**config.mk**
```make
export PLATFORM = sky130hd
export DESIGN_NAME = debug_mem_arbiter
export DESIGN_NICKNAME = d
export VERILOG_FILES = /design/src/rtl/debug_mem_arbiter.sv
export SDC_FILE = /design/constraint.sdc
export NUM_CORES = 1
export LEC_CHECK = 0
export BUFFER_PORTS_ARGS = -buffer_cell sky130_fd_sc_hd__buf_2
export CAP_MARGIN = 40
export CORE_MARGIN = 1.5
export CORE_UTILIZATION = 25
export CTS_CLUSTER_SIZE = 40
export DETAILED_ROUTE_END_ITERATION = 10
export MAX_ROUTING_LAYER = met4
export SETUP_SLACK_MARGIN = 0.1
export SLEW_MARGIN = 20
export SYNTH_ARGS = -nofsm -noshare
export SYNTH_HDL_FRONTEND = slang
export SYNTH_SLANG_ARGS = --single-unit
```
**constraint.sdc**
```tcl
create_clock -name cpu_clk -period 3.2 [get_ports cpu_clk]
set_input_delay 0.48 -clock cpu_clk [delete_from_list [all_inputs] [get_ports cpu_clk]]
set_output_delay 0.48 -clock cpu_clk [all_outputs]
set_load 0.03 [all_outputs]
```
**src/rtl/debug_mem_arbiter.sv**
```systemverilog
// Debug-to-memory bridge: buffers one JTAG debug access, arbitrates it against
// CPU traffic on a shared single-port data memory, and returns read data.
module debug_mem_arbiter #(
  parameter int ADDR_W       = 32,
  parameter int DATA_W       = 32,
  parameter int RD_LATENCY   = 1,
  parameter int DBG_PRIORITY = 0,
  parameter int STARVE_LIMIT = 15
) (
  input  logic              cpu_clk,
  input  logic              cpu_rstn,
  input  logic [ADDR_W-1:0] dbg_addr,
  input  logic [DATA_W-1:0] dbg_wdata,
  input  logic              dbg_we,
  input  logic              dbg_re,
  input  logic              dbg_clr_err,
  output logic              dbg_busy,
  output logic [DATA_W-1:0] dbg_rdata,
  output logic              dbg_rvalid,
  output logic              dbg_overrun,
  input  logic              cpu_req,
  input  logic              cpu_we,
  input  logic [ADDR_W-1:0] cpu_addr,
  input  logic [DATA_W-1:0] cpu_wdata,
  output logic              cpu_stall,
  output logic              mem_en,
  output logic              mem_we,
  output logic [ADDR_W-1:0] mem_addr,
  output logic [DATA_W-1:0] mem_wdata,
  input  logic [DATA_W-1:0] mem_rdata
);

  typedef enum logic [1:0] {
    IDLE  = 2'd0,
    PEND  = 2'd1,
    RWAIT = 2'd2
  } state_e;

  state_e              state_q, state_d;
  logic [ADDR_W-1:0]   req_addr_q, req_addr_d;
  logic [DATA_W-1:0]   req_wdata_q, req_wdata_d;
  logic                req_we_q, req_we_d;
  logic [7:0]          starve_q, starve_d;
  logic [2:0]          lat_q, lat_d;
  logic [DATA_W-1:0]   rdata_q, rdata_d;
  logic                rvalid_q, rvalid_d;
  logic                overrun_q, overrun_d;
  logic                strobe;
  logic                grant;

  assign strobe = dbg_we | dbg_re;
  assign grant  = (state_q == PEND) &&
                  ((DBG_PRIORITY != 0) || !cpu_req || (starve_q == 8'(STARVE_LIMIT)));

  always_ff @(posedge cpu_clk or negedge cpu_rstn) begin
    if (!cpu_rstn) begin
      state_q     <= IDLE;
      req_addr_q  <= '0;
      req_wdata_q <= '0;
      req_we_q    <= 1'b0;
      starve_q    <= '0;
      lat_q       <= '0;
      rdata_q     <= '0;
      rvalid_q    <= 1'b0;
      overrun_q   <= 1'b0;
    end else begin
      state_q     <= state_d;
      req_addr_q  <= req_addr_d;
      req_wdata_q <= req_wdata_d;
      req_we_q    <= req_we_d;
      starve_q    <= starve_d;
      lat_q       <= lat_d;
      rdata_q     <= rdata_d;
      rvalid_q    <= rvalid_d;
      overrun_q   <= overrun_d;
    end
  end

  always_comb begin
    state_d     = state_q;
    req_addr_d  = req_addr_q;
    req_wdata_d = req_wdata_q;
    req_we_d    = req_we_q;
    starve_d    = starve_q;
    lat_d       = lat_q;
    rdata_d     = rdata_q;
    rvalid_d    = 1'b0;
    overrun_d   = overrun_q;

    unique case (state_q)
      IDLE: begin
        if (strobe) begin
          // Write wins when both strobes arrive together.
          req_addr_d  = dbg_addr;
          req_wdata_d = dbg_wdata;
          req_we_d    = dbg_we;
          state_d     = PEND;
        end
      end
      PEND: begin
        if (grant) begin
          starve_d = '0;
          if (req_we_q) begin
            state_d = IDLE;
          end else begin
            state_d = RWAIT;
            lat_d   = 3'(RD_LATENCY);
          end
        end else begin
          starve_d = starve_q + 8'd1;
        end
      end
      RWAIT: begin
        lat_d = lat_q - 3'd1;
        // Counter reaches 1 in the cycle RD_LATENCY after the grant.
        if (lat_q == 3'd1) begin
          rdata_d  = mem_rdata;
          rvalid_d = 1'b1;
          state_d  = IDLE;
        end
      end
      default: state_d = IDLE;
    endcase

    if (strobe && (state_q != IDLE)) begin
      overrun_d = 1'b1;
    end else if (dbg_clr_err) begin
      overrun_d = 1'b0;
    end
  end

  always_comb begin
    mem_en    = cpu_req;
    mem_we    = cpu_req & cpu_we;
    mem_addr  = cpu_addr;
    mem_wdata = cpu_wdata;
    cpu_stall = 1'b0;
    if (grant) begin
      mem_en    = 1'b1;
      mem_we    = req_we_q;
      mem_addr  = req_addr_q;
      mem_wdata = req_wdata_q;
      cpu_stall = cpu_req;
    end
  end

  assign dbg_busy    = (state_q != IDLE);
  assign dbg_rdata   = rdata_q;
  assign dbg_rvalid  = rvalid_q;
  assign dbg_overrun = overrun_q;

endmodule

```
After elaboration in Yosys (flattened, before gate mapping). Cells that the tools add are included.

Mux-type cells: 18. Reduce and logical (&&, ||, !) cells: 12. Equal/unequal tests: 8. Bitwise logic cells: 2. Add/sub/neg operators: 2.

Operator list (count): $mux 32 (2); $add 8x1->8 const B (1); $eq 8x4->1 const B (1); $mux 2 (4); $mux 8 (1); $ne 2x2->1 const B (4); $mux 1 (7); $mux 3 (2); $pmux 2 s3 (1); $pmux 3 s2 (1); $reduce_and 3->1 (2); $reduce_bool 2->1 (3); $reduce_and 2->1 (2); $eq 3x1->1 const B (1); $sub 3x1->3 const B (1); $eq 2x1->1 const B (1); $eq 2x2->1 const B (1); $logic_and 1x1->1 (2); $logic_not 2->1 (1); $and 1x1->1 (1); $logic_not 1->1 (1); $logic_or 1x1->1 (1); $or 1x1->1 (1).

Logic and storage cells: 51. Input bits: 167. Register bits: 112. Output and inout bits: 102.

Logic depth before layout (Yosys ltp). Gate-level depths: netlist (run 1).

Depth in word-level cells: 5. Gate-level depth with buffers: 7. Gate-level depth less buffers: 5.

Least setup slack after synthesis (run 1). Ideal clock, no wire load.

Path type: flip-flop to output port. From: reg starve_q[5]. To: out mem_addr[0]. Path buffers: 1. Stages on the path, launching flop included: 6. Path slack: 992 ps. Arrival time: 1728 ps. Data required time: 2720 ps. Cells stage by stage: dfrtp_1 > or3_4 > o21ai_4 > nand2_8 > buf_12 > mux2_4.

Word-level cells in the longest chain between the ends: 4.

RTL lines: start: declaration (RTL line 43) `logic [7:0] starve_q, starve_d;`; start signal: assignment (RTL line 71) `starve_q <= starve_d;`; $eq 8x4->1 (RTL line 53) `((DBG_PRIORITY != 0) || !cpu_req || (starve_q == 8'(STARVE_LIMIT)));`; $logic_or 1x1->1 (RTL line 53); $logic_and 1x1->1 (RTL line 52) `assign grant = (state_q == PEND) &&`; $mux 32 (RTL line 138) `if (grant) begin`; end: declaration (RTL line 28) `output logic [ADDR_W-1:0] mem_addr,`.

Every way passes these cells.

Final worst setup path (run 1).
From: reg starve_q[5]. To: out mem_addr[22].

The elaborated chain is that of the path after synthesis.

==> flow_metrics.py, run 1 <==
metrics = {
    "logic_synthesis": {
        "syn_nets": 538,
        "yosys-top-cells-area": "dfrtp_1, mux2_2, mux2_4, buf_12, mux2_1",
        "synth-edff-count": 0,
        "synth_area_um2": 5494,
        "yosys_warnings": 0,
        "syn_inst": 368,
        "async_reset_ff_share_pct": 100.0,
        "ys_seq_area_share_pct": 51.01,
        "netlist-cell-type-count": 39,
        "yosysTopAreaCell": "dfrtp_1",
        "synth_top_area_share_pct": 51.01,
        "synthFlopType": "dfrtp_1",
        "synth_area_per_cell_um2": 14.93,
        "ys_ff_latch": 112,
    },
    "global_route": {
        "grt_pass1_vias": 3743,
        "antenna_found_initial": 4,
        "grt_overflow": 0,
        "grt_use_total_pct": 11.66,
        "grt_max_degree": 58,
        "grt_pass1_wl_mm": 19.65,
    },
    "pwr": {
        "pwr-share-clk_pct": 16.3,
        "ir_drop_uv": 509.9,
        "power.internal_mw": 4.356,
        "pwr-share-comb_pct": 49.6,
        "p_leak_nw": 3.761,
        "sw_frac_of_total_pct": 40.24,
        "pwr_density_cell_nw_per_um2": 979.6,
        "seqPwrFrac_pct": 34.1,
        "p_sw_mw": 2.933,
        "power_mw": 7.289,
    },
    "finish": {
        "final_area_um2": 7441,
        "drive_gt1_share_pct": 70.65,
        "seqCellArea_um2": 2803,
        "syn2layout_area_growth_pct": 35.44,
        "nFillCells": 2164,
        "final_cells": 929,
        "multiInputGateArea_um2": 2467,
        "final_net_count": 809,
    },
    "route": {
        "routed_wl_mm": 13.62,
        "wl_per_cell_um": 14.66,
        "drt_iter0_drc": 131,
        "vias": 3903,
        "via_per_inst": 4.201,
        "drc": 0,
        "ant_nets": 0,
        "first_pass_iters": 4,
    },
    "setup_path": {
        "critPathRequiredTime_ns": 2.72,
        "worstSetupPathType": "flip-flop to primary output",
        "cp_max_fo": 28,
        "start_kind": "flip-flop",
        "arrival_ns": 2.51,
        "end_kind": "primary output",
    },
    "die": {
        "fp.dieArea_um2": 22880,
        "start_util_pct": 25.33,
        "die_x_um": 151.2,
        "die_height_um": 151.2,
        "row_count": 54,
        "core_um2": 21690,
        "pin_count": 269,
    },
    "timing": {
        "final.min_clock_period_ns": 2.988,
        "max_freq_ghz": 0.3346,
        "rsz0062_at_grt": "no",
        "fin_worst_skew_ns": 0.01207,
        "slew_headroom_pct": 61.78,
        "drv_slew": 0,
        "worst_pin_slew_ns": 0.5734,
        "setup_viol": 0,
        "finalSetupTns_ns": 0,
        "fin_ws_ns": 0.2116,
        "final_hold_viol_count": 0,
        "fin_crit_sh_pct": 93.39,
    },
    "placement": {
        "io_buffers": 268,
        "dpl.hpwl_mm": 10.66,
        "gp_congestion": 0.7807,
        "post-place-ws_ns": 0.5753,
        "placed_area_um2": 7079,
        "dp_cells": 906,
    },
    "cts": {
        "cts.clk_slew.worst_paths_ns": 0.07,
        "cts_setup_buffers": 0,
        "cts_tree": "done",
        "cts.repair.resized": 0,
        "clock_latency_ns": 0.35,
        "clock-sinks": 112,
        "cts_root_buf": "clkbuf_16",
        "cts_buffers": 9,
        "htreeDepth": 3,
        "cts_buffer_depth": 2,
    },
    "status": {
        "status": "complete, no violations",
    },
    "min_path": {
        "worstHoldPathType": "input port to flip-flop",
    },
    "run": {
        "drv_cap": 0,
    },
}
## Yosys cell counts (3+ instances only)
cell type and instances:
buf_12 6, mux2_4 60, a21oi_1 4, mux2_1 5, nand2_1 14, nor3_1 3, buf_2 3, o21ai_0 7
nor2_1 5, ha_1 3, buf_4 6, dfrtp_1 112, inv_1 8, nand3_1 7, xnor2_1 3, mux2_2 95
## path summary, 6_finish.rpt
kind,start,end,slack (ns),cells after the start
worst max-delay path,starve_q[5],mem_addr[22],0.21,6
min in group asynchronous,cpu_rstn,req_addr_q[1],0.48,2
max in group asynchronous,cpu_rstn,dbg_rdata[20],1.91,4
worst max register to register,state_q[1],req_wdata_q[19],1.18,5
worst min register to register,dbg_rdata[6],dbg_rdata[6],0.51,1
worst min-delay path,dbg_clr_err,dbg_overrun,0.33,2
## layout make-up
| class | instances | share of cell area (%) |
|---|---|---|
| diodes | 5 | 0.1682 |
| clock buffers | 9 | 3.027 |
| clock inverters | 7 | 1.160 |
| inverters | 8 | 0.4036 |
| multi-input cells | 230 | 33.16 |
| flip-flops and latches | 112 | 37.67 |
| well taps | 280 | 4.708 |
| repair buffers | 278 | 19.71 |
## routing by layer
layer  global-route usage [%]  vias to the layer above  wire length [µm]
met5                        -                        -                 0
met4                    2.913                        0               104
met3                    3.916                        8              1326
met2                    19.84                      183              6817
met1                    13.13                     1845              5367
li1                         -                     1867                 -
## through the flow
step                utilization [%]  hold WS (ns)
finish                        34.31        0.3254
global placement              32.64        0.4744
CTS                           34.08        0.2020
floorplan                         -        0.1844
global route                  34.30        0.3080
detailed placement            32.64        0.4899
## layout by cell type (no fill, tap or decap), types with 2 or more instances in the layout
cell and instances:
mux2_4 60, inv_1 8, diode_2 5, nand2_1 14
mux2_2 95, xnor2_1 3, buf_2 267, nor2_1 5
ha_1 3, nand3_1 7, mux2_1 5, dfrtp_1 112
buf_12 2, inv_8 3, nor3_1 3, o22ai_1 2
buf_4 7, clkbuf_16 9, a21oi_1 4, and3_1 2
o21ai_0 7
## critical path, cell delays in order, from the launching register on
cell and delay [ns]:
dfrtp_1 0.43, or3_4 0.43, o21ai_4 0.27, nand2_8 0.24, buf_12 0.27, mux2_4 0.32, buf_2 0.18
## registers in the layout, summed over array words and instances (netlist names)
| register | count |
|---|---|
| req_wdata_q | 32 |
| state_q | 2 |
| req_we_q | 1 |
| dbg_overrun | 1 |
| dbg_rdata | 32 |
| lat_q | 3 |
| req_addr_q | 32 |
| dbg_rvalid | 1 |
| starve_q | 8 |
## power groups by stage
stage               combinational [mW]  clock, mW  sequential (mW)
floorplan                         2.51          0             2.81
global placement                  3.61          0             2.51
detailed placement                3.66          0             2.52
CTS                               3.66       1.25             2.50
global route                      3.88       1.30             2.58
finish                            3.61       1.19             2.49
## timing repair
| item | 4_1_cts | 5_1_grt |
|---|---|---|
| hold buffers | 0 | 1 |
| endpoints found under the hold margin | 0 | 2 |
| setup endpoints to repair | 0 | 0 |
## cell families (layout without fill, tap and decap cells)
kind of cell               count (synthesis)  after routing  share of synthesized area, %
xor gates and xnor gates                   3              3                        0.4783
and+or+nand+nor                           42             42                         4.122
other                                      0              5                             0
adders and majority gates                  3              3                        0.6833
buffers and inverters                     26            302                         4.168
DFF                                      112            112                         51.01
muxes                                    160            160                         36.89
AOI/OAI and AO/OA                         22             22                         2.642
Power figures use the tool's default switching activity.
==> inputs of run 2 (changes only) <==
==> constraint.sdc (replaced) <==
create_clock -name cpu_clk -period 3.2 [get_ports cpu_clk]
set_input_delay 0.48 -clock cpu_clk [delete_from_list [all_inputs] [get_ports cpu_clk]]
set_output_delay 0.48 -clock cpu_clk [all_outputs]
set_load 0.1 [all_outputs]
==> flow_metrics.py, run 2 (same netlist as run 1, synthesis figures left out) <==
metrics = {
    "status": {
        "status": "complete, no violations",
    },
    "min_path": {
        "min_path_cells": 2,
        "worstHoldPathType": "input port to flip-flop",
    },
    "route": {
        "wl_per_cell_um": 14.84,
        "drc": 0,
        "routed_wl_mm": 13.79,
        "drt_iter0_drc": 99,
        "vias": 3914,
        "ant_nets": 0,
        "via_per_inst": 4.213,
        "first_pass_iters": 4,
    },
    "setup_path": {
        "end_kind": "primary output",
        "critPathBufInv": 2,
        "critPathRequiredTime_ns": 2.72,
        "critical-path-slowest-cell": "or3_4",
        "start_kind": "flip-flop",
        "crit_path_cell_trace": "or3_4 > o21ai_4 > nand2_8 > buf_16 > mux2_4 > buf_2",
        "crit_cells": 6,
        "crit_path_max_incr_delay_ns": 0.44,
        "path_delay_family": "buffers and inverters",
        "arrival_ns": 2.52,
        "r2r_cells": 5,
        "cp_max_fo": 21,
        "worstSetupPathType": "flip-flop to primary output",
    },
    "timing": {
        "fin_crit_sh_pct": 93.70,
        "drv_slew": 0,
        "slew_headroom_pct": 55.27,
        "fin_ws_ns": 0.2017,
        "worst_pin_slew_ns": 0.6694,
        "final.min_clock_period_ns": 2.998,
        "final_hold_viol_count": 0,
        "max_freq_ghz": 0.3335,
        "setup_viol": 0,
        "finalSetupTns_ns": 0,
        "fin_worst_skew_ns": 0.01181,
        "rsz0062_at_grt": "no",
    },
    "placement": {
        "gp_congestion": 0.7509,
        "post-place-ws_ns": 0.4081,
        "io_buffers": 268,
        "dp_cells": 904,
        "dpl.hpwl_mm": 10.07,
    },
    "die": {
        "fp.dieArea_um2": 22880,
        "core_um2": 21690,
        "die_height_um": 151.2,
        "pin_count": 269,
        "start_util_pct": 25.33,
        "row_count": 54,
        "die_x_um": 151.2,
    },
    "cts": {
        "cts_buffer_depth": 2,
        "cts_root_buf": "clkbuf_16",
        "cts_buffers": 9,
        "cts.clk_slew.worst_paths_ns": 0.07,
        "cts_tree": "done",
        "clock-sinks": 112,
        "clock_latency_ns": 0.36,
        "htreeDepth": 3,
    },
    "global_route": {
        "grt_use_total_pct": 12.00,
        "antenna_found_initial": 5,
        "grt_pass1_wl_mm": 19.79,
        "grt_pass1_vias": 3722,
        "grt_max_degree": 58,
        "grt_overflow": 0,
    },
    "finish": {
        "drive_gt1_share_pct": 70.65,
        "syn2layout_area_growth_pct": 37.60,
        "layout_commonest_cell": "buf_2",
        "final_cells": 929,
        "final_cell_mix": "buf_2, dfrtp_1, mux2_2",
        "final_core_util_pct": 34.86,
        "final_net_count": 810,
    },
    "run": {
        "drv_cap": 0,
    },
}
-- run 2: per-stage QoR --
stage	hold slack, ns	cell area [µm²]
after floorplan	0.1844	5494
after global placement	0.4725	7089
after detailed placement	0.4787	7089
after CTS	0.1942	7482
after global routing	0.3160	7560
final	0.3217	7560
-- run 2: what timing repair did --
item | 4_1_cts | 5_1_grt
pin swaps | 2 | 1
hold buffers | 0 | 1
buffers inserted | 1 | 0
setup endpoints to repair | 42 | 37
gates resized for setup | 22 | 14
gates cloned | 2 | 0
endpoints found under the hold margin | 0 | 1
-- run 2: path summary, 6_finish.rpt --
kind                            startpoint         endpoint  slack [ns]
setup reg to reg                state_q[1]  req_wdata_q[31]        1.01
setup / recovery               starve_q[5]      mem_addr[2]        0.20
min in group asynchronous         cpu_rstn  req_wdata_q[29]        0.47
hold reg to reg            req_wdata_q[24]  req_wdata_q[24]        0.49
hold / removal                 dbg_clr_err      dbg_overrun        0.32
max in group asynchronous         cpu_rstn   req_addr_q[24]        1.91
-- run 2: layout make-up --
cell class	count	area (µm²)
Multi-Input combinational cell	231	2479
Clock buffer	10	239.0
Inverter	8	30.03
Tap cell	280	350.3
Fill cell	2119	14130
Timing Repair Buffer	278	1604
Antenna cell	5	12.51
Clock inverter	5	42.54
Sequential cell	112	2803
-- run 2: per-layer routing --
layer  up-vias  GRT usage, %  wire, µm
met5         -             -         0
li1       1869             -         -
met2       184         20.16      6751
met4         0         4.369       198
met3        13         4.157      1408
met1      1848         13.10      5431
Power of run 2 is not shown: default switching activity piles up to over one toggle a cycle in this logic, so the estimate is an artifact.
